$ cat config.mk
export PLATFORM = sky130hd
export DESIGN_NAME = mdio_arbiter
export DESIGN_NICKNAME = d
export VERILOG_FILES = /design/src/rtl/mdio_arbiter.sv
export SDC_FILE = /design/constraint.sdc
export NUM_CORES = 1
export LEC_CHECK = 0
export ABC_AREA = 1
export ABC_CLOCK_PERIOD_IN_PS = 1700
export CAP_MARGIN = 20
export CELL_PAD_IN_SITES_DETAIL_PLACEMENT = 2
export CELL_PAD_IN_SITES_GLOBAL_PLACEMENT = 2
export CORE_ASPECT_RATIO = 1.2
export CORE_MARGIN = 2
export CORE_UTILIZATION = 24
export CTS_CLUSTER_DIAMETER = 60
export DETAILED_ROUTE_END_ITERATION = 12
export PLACE_DENSITY_LB_ADDON = 0.15
export SLEW_MARGIN = 20
export SYNTH_ARGS = -nofsm -noshare
export SYNTH_HDL_FRONTEND = slang
export SYNTH_SLANG_ARGS = --single-unit
$ cat constraint.sdc
create_clock -name clk_i -period 1.7 [get_ports clk_i]
set_input_delay 0.34 -clock clk_i [delete_from_list [all_inputs] [get_ports clk_i]]
set_output_delay 0.34 -clock clk_i [all_outputs]
set_load 0.005 [all_outputs]
$ cat src/rtl/mdio_arbiter.sv
// Two-requester round-robin arbiter in front of a single MDIO master.
// One transaction in flight at a time: IDLE -> ISSUE -> WAIT -> DONE -> IDLE.
// A WAIT phase that lasts TIMEOUT_CYC cycles without op_done is aborted with err set.
module mdio_arbiter #(
    parameter int unsigned TIMEOUT_CYC = 4096
) (
    input  logic        clk_i,
    input  logic        rst_ni,
    // requester a
    input  logic        req_a,
    input  logic        we_a,
    input  logic [4:0]  addr_a,
    input  logic [15:0] wdata_a,
    output logic        gnt_a,
    output logic        done_a,
    output logic [15:0] rdata_a,
    output logic        err_a,
    // requester b
    input  logic        req_b,
    input  logic        we_b,
    input  logic [4:0]  addr_b,
    input  logic [15:0] wdata_b,
    output logic        gnt_b,
    output logic        done_b,
    output logic [15:0] rdata_b,
    output logic        err_b,
    // downstream MDIO master
    output logic [15:0] ctrl_data,
    output logic [4:0]  reg_addr,
    output logic        write_request,
    output logic        read_request,
    input  logic [15:0] read_data,
    input  logic        op_done,
    output logic        busy
);

    localparam int unsigned CntW = (TIMEOUT_CYC > 1) ? $clog2(TIMEOUT_CYC) : 1;
    localparam logic [CntW-1:0] CntLast = CntW'(TIMEOUT_CYC - 1);

    typedef enum logic [1:0] {StIdle, StIssue, StWait, StDone} state_e;

    state_e          state;
    logic            owner_b;  // 1: b owns the transaction in flight
    logic            last_b;   // 1: b was granted last
    logic            we_r;
    logic [CntW-1:0] cnt;

    logic            win_b;
    logic            win_we;
    logic [4:0]      win_addr;
    logic [15:0]     win_wdata;

    // b wins only if a is not asking or a was served last
    assign win_b     = req_b && (!req_a || !last_b);
    assign win_we    = win_b ? we_b : we_a;
    assign win_addr  = win_b ? addr_b : addr_a;
    assign win_wdata = win_b ? wdata_b : wdata_a;

    assign busy = (state != StIdle);

    // Transaction FSM with all outputs registered
    always_ff @(posedge clk_i or negedge rst_ni) begin
        if (!rst_ni) begin
            state         <= StIdle;
            owner_b       <= 1'b0;
            last_b        <= 1'b1;
            we_r          <= 1'b0;
            cnt           <= '0;
            gnt_a         <= 1'b0;
            gnt_b         <= 1'b0;
            done_a        <= 1'b0;
            done_b        <= 1'b0;
            rdata_a       <= 16'h0000;
            rdata_b       <= 16'h0000;
            err_a         <= 1'b0;
            err_b         <= 1'b0;
            ctrl_data     <= 16'h0000;
            reg_addr      <= 5'h00;
            write_request <= 1'b0;
            read_request  <= 1'b0;
        end else begin
            unique case (state)
                StIdle: begin
                    if (req_a || req_b) begin
                        state         <= StIssue;
                        owner_b       <= win_b;
                        gnt_a         <= !win_b;
                        gnt_b         <= win_b;
                        we_r          <= win_we;
                        reg_addr      <= win_addr;
                        ctrl_data     <= win_wdata;
                        write_request <= win_we;
                        read_request  <= !win_we;
                    end
                end
                StIssue: begin
                    write_request <= 1'b0;
                    read_request  <= 1'b0;
                    cnt           <= '0;
                    state         <= StWait;
                end
                StWait: begin
                    // op_done takes precedence over a simultaneous timeout
                    if (op_done) begin
                        state   <= StDone;
                        done_a  <= !owner_b;
                        done_b  <= owner_b;
                        rdata_a <= (!owner_b && !we_r) ? read_data : 16'h0000;
                        rdata_b <= (owner_b && !we_r) ? read_data : 16'h0000;
                        err_a   <= 1'b0;
                        err_b   <= 1'b0;
                    end else if (cnt == CntLast) begin
                        state   <= StDone;
                        done_a  <= !owner_b;
                        done_b  <= owner_b;
                        rdata_a <= 16'h0000;
                        rdata_b <= 16'h0000;
                        err_a   <= !owner_b;
                        err_b   <= owner_b;
                    end else begin
                        cnt <= cnt + 1'b1;
                    end
                end
                StDone: begin
                    done_a  <= 1'b0;
                    done_b  <= 1'b0;
                    rdata_a <= 16'h0000;
                    rdata_b <= 16'h0000;
                    err_a   <= 1'b0;
                    err_b   <= 1'b0;
                    gnt_a   <= 1'b0;
                    gnt_b   <= 1'b0;
                    last_b  <= owner_b;
                    state   <= StIdle;
                end
                default: state <= StIdle;
            endcase
        end
    end

endmodule

==> reports/qor.csv, run 1 <==
stage;metric;value;unit
routing;Post-Route WL;13200;um
worst_setup_path;largest fanout on the critical path;3;
power_and_ir_drop;Pleak;2.49;nW
timing;final hold vios;0;
placed_design;Post-DP HPWL;9800;um
synth;Post-synth EDFFs;0;
floorplan;I/O pin count;127;
floorplan;Die X;119;um
routing;wl on met1;5340;um
floorplan;full die area;17000;um^2
timing;slew of the pin with the lowest slew margin;0.448;ns
timing;RSZ-0062 raised after global routing;false;
worst_setup_path;Worst Setup Path Type;flop to primary output;
synth;Distinct cells, synth;24;
worst_setup_path;worst r2r src;state[1]$_DFFE_PN0P_;
finish;NumNets Final;661;
routing;Avg Vias per Cell;4.59;
routing;met2 routed WL;7090;um
synth;sequential area share after synthesis;0.510;
timing;pins over their slew limit;0;
timing;Max Fclk;618;MHz
cts;H-tree depth;3;
cts;clock sinks;78;
synth;top_reg_cell synth;dfrtp_1;
global_route;largest net degree at the start of global routing;33;
synth;Post-synth ARST share;1.00;
run;Max Cap Violations;0;
floorplan;Core ar.;15600;um^2
synth;area share of and/or/nand/nor cells after synthesis;0.238;
worst_setup_path;worst path required time;1.36;ns
routing;DR top layer;met4;
worst_setup_path;crit end category;primary output;
synth;Synthesized Nets;516;
placed_design;GPL Wtd Cong;0.763;
synth;Post-Synth XOR/XNOR Area;0;
routing;DRT Pass-1 Iters;4;
power_and_ir_drop;combinational share of power;0.478;
worst_setup_path;CP cell instances;inv_2, ha_4, inv_1, dlygate4sd2_1;
cts;CTS tree;built;
cts;root buf cell;clkbuf_16;
synth;mux cell area share after synthesis;0;
timing;Hold WS;0.471;ns
worst_setup_path;Critical Path Max Stage Delay;0.39;ns
power_and_ir_drop;clock share of power;0.220;
synth;synth top area cells;dfrtp_1 50%, nand2_1 10%, o21ai_2 8.0%;
power_and_ir_drop;sequential share of power;0.302;
synth;mapped cell area;3830;um^2
cts;clk_lat worst skew;0.35;ns
synth;yosys warns;0;
worst_setup_path;Bufs and invs on worst path;3;
worst_hold_path;hold path start;done_a$_DFFE_PN0P_;
worst_setup_path;R2R depth;8;
timing;worst slew margin relative to its limit;0.701;
placed_design;Placed Cells;782;
floorplan;die height;142;um
worst_hold_path;Hold Path Class;flop to flop;
worst_setup_path;CP startpoint kind;flop;
global_route;global route overflow;0;
worst_setup_path;r2r setup slk;0.13;ns
synth;Synth Area in Adders;0.0196;
worst_setup_path;Crit-path slowest cell;dfrtp_1;
routing;DR WL/cell;16.5;um
worst_hold_path;Hold EP;done_a$_DFFE_PN0P_;
cts;Reg clk slew, reported paths;0.06;ns
power_and_ir_drop;worst IR drop on VDD;0.000654;V
synth;syn_area_per_cell;8.60;um^2
power_and_ir_drop;PD cells;1690;nW/um^2
power_and_ir_drop;Int Pwr;6.23;mW
synth;post-synthesis compound-gate area fraction;0.170;
synth;largest family of logic cells by synthesized area;simple AND/OR/NAND/NOR gates;
finish;Final Non-Filler Cells;803;
synth;count leader, synth;nand2_1;
worst_setup_path;r2r endpoint;cnt[8]$_DFFE_PN0P_;
power_and_ir_drop;Psw;3.69;mW
global_route;number of global-route vias before repair;4195;
placed_design;dpl ws;-0.0780;ns
finish;share of layout cells above drive strength 1;0.165;
finish;Antenna Diode Count;0;
floorplan;initial core utilization;0.245;
cts;Max clock buf depth;2;
timing;setup violators final;0;
timing;setup ws final;0.0827;ns
synth;Cells after Synth;445;
synth;flop and latch count out of synthesis;78;
worst_hold_path;hold depth;2;
timing;fin crit share;0.951;
routing;1st-iter DRT viols;120;
floorplan;row count;50;
worst_setup_path;arrival time worst endpoint;1.28;ns
synth;top cells by count, synth;102 x nand2_1, 77 x dfrtp_1, 55 x nand3_1;
routing;DR DRC count;0;
routing;Routed Antenna Nets;0;
routing;via count;3688;
routing;metal3 WL;617;um
power_and_ir_drop;Switching Fraction;0.372;
cts;number of CTS-inserted buffers;9;
worst_setup_path;CP delay by family, top;flip-flops;
global_route;initial antenna violation count;0;
finish;area delta synth->final;53.2;%
outcome;status;completed;
global_route;first-pass GRT wire length;21700;um
timing;Final Skew;0.00778;ns
placed_design;buffers added on ports;126;
synth;Synth top area share;0.503;
synth;area leader, netlist;dfrtp_1;
timing;Period minus WS final;1.62;ns
global_route;GRT Overall Usage;0.162;
[cells by family after synthesis]
logic type	Yosys count
adder cells (fa/ha/maj)	6
buffers and inverters	46
flip-flops	78
AO/OA/AOI/OAI	102
AND/OR/NAND/NOR	213
[per-stage QoR]
step | total power [mW] | utilization | TNS (ns) | area, um^2
finish | 9.93 | 0.375 | 0 | 5860
global route | 10.7 | 0.375 | 0 | 5860
floorplan | 5.34 | - | 0 | 3830
global placement | 7.63 | 0.350 | 0 | 5470
CTS | 10.1 | 0.372 | 0 | 5820
detailed placement | 7.82 | 0.350 | -0.380 | 5470
[power by group through the flow]
| stage | Clock [mW] | Sequential, mW | Combinational (mW) |
|---|---|---|---|
| after floorplan | 0 | 3.01 | 2.32 |
| after global placement | 0 | 3.02 | 4.61 |
| after detailed placement | 0 | 3.04 | 4.78 |
| after CTS | 2.26 | 3.02 | 4.82 |
| after global routing | 2.32 | 3.11 | 5.28 |
| final | 2.18 | 3.00 | 4.74 |
[layer usage]
layer  vias to the layer above  GRT usage
met3                        12     0.0413
li1                       1759          -
met4                         0     0.0576
met1                      1835      0.178
met2                        82      0.302
met5                         -          0
[sequential cells by signal, indices dropped and copies added (netlist names), 2 cells and up]
signal	flops
rdata_b	16
rdata_a	16
state	2
ctrl_data	16
cnt	12
reg_addr	5
[worst max path at each step]
stage / startpoint / to / slack (ns) / cells past startpoint
floorplan: state[0]$_DFFE_PN0P_ / rdata_a[2]$_DFFE_PN0P_ / 0.14 / 10
global placement: req_a / ctrl_data[13]$_DFFE_PN0P_ / 0.03 / 7
detailed placement: req_a / reg_addr[1]$_DFFE_PN0P_ / -0.08 / 7
CTS: state[1]$_DFFE_PN0P_ / busy / 0.02 / 4
global route: cnt[1]$_DFFE_PN0P_ / rdata_b[4]$_DFFE_PN0P_ / 0.0006 / 9
finish: state[0]$_DFFE_PN0P_ / busy / 0.08 / 4
[worst min-delay path: stages (launching register included)]
cell	delay [ns]
dfrtp_1	0.34
nand2_1	0.05
nand2_1	0.05
[what timing repair did]
action,CTS,global route
setup buffers,1,3
pin swaps,0,2
setup endpoints to repair,1,44
cloned,0,0
gates resized for setup,2,7
hold buffers,1,0
endpoints found under the hold margin,26,0
[cell usage in the layout (no fill, tap or decap), drive strengths merged, types with 2 or more instances in the layout]
cell type and n:
dfrtp 77, nand3 56, clkdlybuf4s50 124, inv 23
bufinv 2, a21oi 4, clkinv 2, ha 6
nor2 48, clkbuf 11, nand2 107, buf 31
o21ai 94, o22ai 2
[area by class of cell]
cell class | count | area (um^2)
flip-flops and latches | 78 | 1950
repair buffers | 157 | 1570
clock buffers | 11 | 253
clock inverters | 5 | 81.3
inverters | 23 | 86.3
multi-input cells | 321 | 1660
well taps | 208 | 260
fillers | 1758 | 9780
Note: power is estimated with default switching activity, not from simulation.
==> inputs of run 2 (changes only) <==
--- a/config.mk
+++ b/config.mk
@@ -11,11 +11,12 @@
 export CELL_PAD_IN_SITES_DETAIL_PLACEMENT = 2
 export CELL_PAD_IN_SITES_GLOBAL_PLACEMENT = 2
 export CORE_ASPECT_RATIO = 1.2
-export CORE_MARGIN = 2
+export CORE_MARGIN = 3
 export CORE_UTILIZATION = 24
 export CTS_CLUSTER_DIAMETER = 60
 export DETAILED_ROUTE_END_ITERATION = 12
 export PLACE_DENSITY_LB_ADDON = 0.15
+export SETUP_SLACK_MARGIN = 0.4
 export SLEW_MARGIN = 20
 export SYNTH_ARGS = -nofsm -noshare
 export SYNTH_HDL_FRONTEND = slang
==> reports/qor.csv, run 2 (synthesis gave the netlist of run 1 again) <==
stage;metric;value;unit;change
outcome;status;finished with violations;;was completed
outcome;failing checks;negative setup slack;;
cts;root buf cell;clkbuf_16;;unchanged
worst_setup_path;CP delay by family, top;buffers and inverters;;was flip-flops
power_and_ir_drop;Pleak;3.48;nW;was 2.49 nW
finish;share of layout cells above drive strength 1;0.481;;was 0.165
placed_design;placed cell area;5530;um^2;was 5470 um^2
power_and_ir_drop;Tot Pwr;13.8;mW;was 9.93 mW
worst_setup_path;CP cell instances;inv_2, buf_6, ha_4, inv_8, nor2_4, nand2_4, buf_4, buf_12, nand2_2, o21ai_0;;was inv_2, ha_4, inv_1, dlygate4sd2_1
cts;H-tree depth;3;;unchanged
worst_setup_path;Bufs and invs on worst path;5;;was 3
floorplan;Die X;121;um;was 119 um
timing;Period minus WS final;1.72;ns;was 1.62 ns
floorplan;Core ar.;15300;um^2;was 15600 um^2
worst_setup_path;Crit-path slowest cell;dfrtp_1;;unchanged
cts;Reg clk slew, reported paths;0.06;ns;about the same
timing;fin crit share;1.01;;was 0.951
timing;setup violators final;1;;was 0
worst_setup_path;largest fanout on the critical path;4;;was 3
routing;1st-iter DRT viols;150;;was 120
global_route;number of global-route vias before repair;4743;;was 4195
global_route;global route hottest layer;met2;;unchanged
global_route;GRT Overall Usage;0.189;;was 0.162
worst_setup_path;Worst Setup Path Type;flop to flop;;was flop to primary output
timing;Final Skew;0.00877;ns;was 0.00778 ns
floorplan;row count;49;;was 50
power_and_ir_drop;combinational share of power;0.636;;was 0.478
finish;Regs by FF count;ctrl_data (16), rdata_a (16), rdata_b (16);;unchanged
floorplan;full die area;17500;um^2;was 17000 um^2
power_and_ir_drop;clock share of power;0.141;;was 0.220
timing;setup ws final;-0.0155;ns;was 0.0827 ns
timing;worst slew margin relative to its limit;0.742;;was 0.701
power_and_ir_drop;Switching Fraction;0.408;;was 0.372
power_and_ir_drop;Psw;5.62;mW;was 3.69 mW
global_route;global route overflow;0;;unchanged
cts;CTS tree;built;;unchanged
placed_design;GPL Wtd Cong;0.751;;was 0.763
power_and_ir_drop;worst IR drop on VDD;0.000671;V;was 0.000654 V
finish;NumNets Final;762;;was 661
global_route;largest net degree at the start of global routing;33;;unchanged
power_and_ir_drop;PD cells;1870;nW/um^2;was 1690 nW/um^2
finish;most frequent cells in the layout;81 x buf_4, 77 x dfrtp_1, 62 x o21ai_2;;was 124 x clkdlybuf4s50_1, 102 x nand2_1, 77 x dfrtp_1
global_route;met1 Use GR;0.217;;was 0.178
timing;pins over their slew limit;0;;unchanged
worst_setup_path;worst path required time;1.92;ns;was 1.36 ns
floorplan;die height;144;um;was 142 um
timing;RSZ-0062 raised after global routing;true;;was false
floorplan;I/O pin count;127;;unchanged
finish;filler instances;1620;;was 1758
routing;DRT Pass-1 Iters;4;;unchanged
worst_setup_path;arrival time worst endpoint;1.93;ns;was 1.28 ns
routing;via count;4264;;was 3688
timing;Hold WS;0.468;ns;was 0.471 ns
cts;Max clock buf depth;2;;unchanged
cts;clock sinks;78;;unchanged
finish;most common cell after layout, fill and taps aside;buf_4;;was clkdlybuf4s50_1
finish;area of the multi-input gates;2250;um^2;was 1660 um^2
power_and_ir_drop;sequential share of power;0.223;;was 0.302
global_route;global routing usage on met2;0.364;;was 0.302
timing;final hold vios;0;;unchanged
routing;DR DRC count;0;;unchanged
finish;fin area;7390;um^2;was 5860 um^2
routing;Routed Antenna Nets;0;;unchanged
finish;FF+latch area;1950;um^2;unchanged
placed_design;buffers added on ports;126;;unchanged
timing;slew of the pin with the lowest slew margin;0.386;ns;was 0.448 ns
finish;Antenna Diode Count;0;;unchanged
worst_hold_path;Hold Path Class;primary input to async pin;;was flop to flop
routing;Post-Route WL;18500;um;was 13200 um
cts;clk_lat worst skew;0.34;ns;was 0.35 ns
cts;number of CTS-inserted buffers;9;;unchanged
global_route;initial antenna violation count;0;;unchanged
finish;area delta synth->final;92.9;%;was 53.2%
placed_design;Post-DP HPWL;9850;um;was 9800 um
floorplan;initial core utilization;0.250;;was 0.245
routing;DR WL/cell;20.5;um;was 16.5 um
power_and_ir_drop;Int Pwr;8.17;mW;was 6.23 mW
finish;Final Util;0.482;;was 0.375
worst_setup_path;CP startpoint kind;flop;;unchanged
worst_setup_path;Critical Path Max Stage Delay;0.40;ns;was 0.39 ns
global_route;GR Util met3;0.0305;;was 0.0413
run;Max Cap Violations;0;;unchanged
routing;Avg Vias per Cell;4.74;;was 4.59
timing;Max Fclk;583;MHz;was 618 MHz
global_route;first-pass GRT wire length;25900;um;was 21700 um
worst_setup_path;crit end category;flop;;was primary output
-- run 2: cell types whose count changed in the layout (fill, tap and decap cells not counted), moves of 28 or more --
cell	delta
clkbuf_2	+28
o21ai_0	-38
nand2_4	+38
clkdlybuf4s50_1	-63
buf_4	+56
nand2_1	-55
-- run 2: what timing repair did --
| action | 4_1_cts | 5_1_grt |
|---|---|---|
| resized for setup | 230 | 170 |
| gates cloned | 12 | 5 |
| hold endpoints to repair | 23 | 0 |
| setup endpoints to repair | 139 | 120 |
| pin swaps | 15 | 17 |
| hold buffers | 1 | 0 |
| setup buffers | 61 | 30 |
-- run 2: worst paths after layout --
| path | start | end | slack (ns) | depth (start not counted) |
|---|---|---|---|---|
| max | state[0]$_DFFE_PN0P_ | state[0]$_DFFE_PN0P_ | -0.02 | 10 |
| min | rst_ni | rdata_b[11]$_DFFE_PN0P_ | 0.47 | 2 |
| max reg2reg | state[0]$_DFFE_PN0P_ | state[0]$_DFFE_PN0P_ | -0.02 | 10 |
| min reg2reg | ctrl_data[8]$_DFFE_PN0P_ | ctrl_data[8]$_DFFE_PN0P_ | 0.50 | 2 |
| max in group asynchronous | rst_ni | last_b$_DFFE_PN1P_ | 0.64 | 3 |
| min in group clk_i | ctrl_data[8]$_DFFE_PN0P_ | ctrl_data[8]$_DFFE_PN0P_ | 0.50 | 2 |
-- run 2: final cells by class --
type | count | share of cell area
Clock inverter | 6 | 0.00864
Clock buffer | 9 | 0.0305
Multi-Input combinational cell | 322 | 0.304
Inverter | 23 | 0.0142
Timing Repair Buffer | 251 | 0.334
Sequential cell | 78 | 0.264
Tap cell | 204 | 0.0346
Timing Repair inverter | 6 | 0.00898
-- run 2: power groups by stage --
stage / clock [mW] / sequential, mW / combinational (mW)
after floorplan: 0 / 3.04 / 2.59
after global placement: 0 / 3.05 / 4.81
after detailed placement: 0 / 3.07 / 4.98
after CTS: 1.98 / 3.02 / 6.88
after global routing: 2.07 / 3.17 / 9.43
final: 1.95 / 3.08 / 8.77
-- run 2: worst reg2reg max path: stages, from the launching register on --
cell     delay, ns
dfrtp_1       0.40
inv_2         0.08
buf_6         0.13
ha_4          0.17
inv_8         0.07
nor2_4        0.04
nand2_4       0.11
buf_4         0.17
buf_12        0.11
nand2_2       0.06
o21ai_0       0.26
-- run 2: routing by layer --
layer  vias up  part of all wire
li1       1966                 -
met3        27             0.033
met2       107              0.56
met1      2164              0.38
met4         0             0.019
met5         -                 0
-- run 2: per-stage QoR --
stage               instances  TNS (ns)  worst slack [ns]
detailed placement        775     -3.33            -0.163
global placement          775     -1.35           -0.0800
finish                    899   -0.0155           -0.0155
global route              899    -0.135           -0.0570
CTS                       864         0             0.129
floorplan                 445         0             0.271
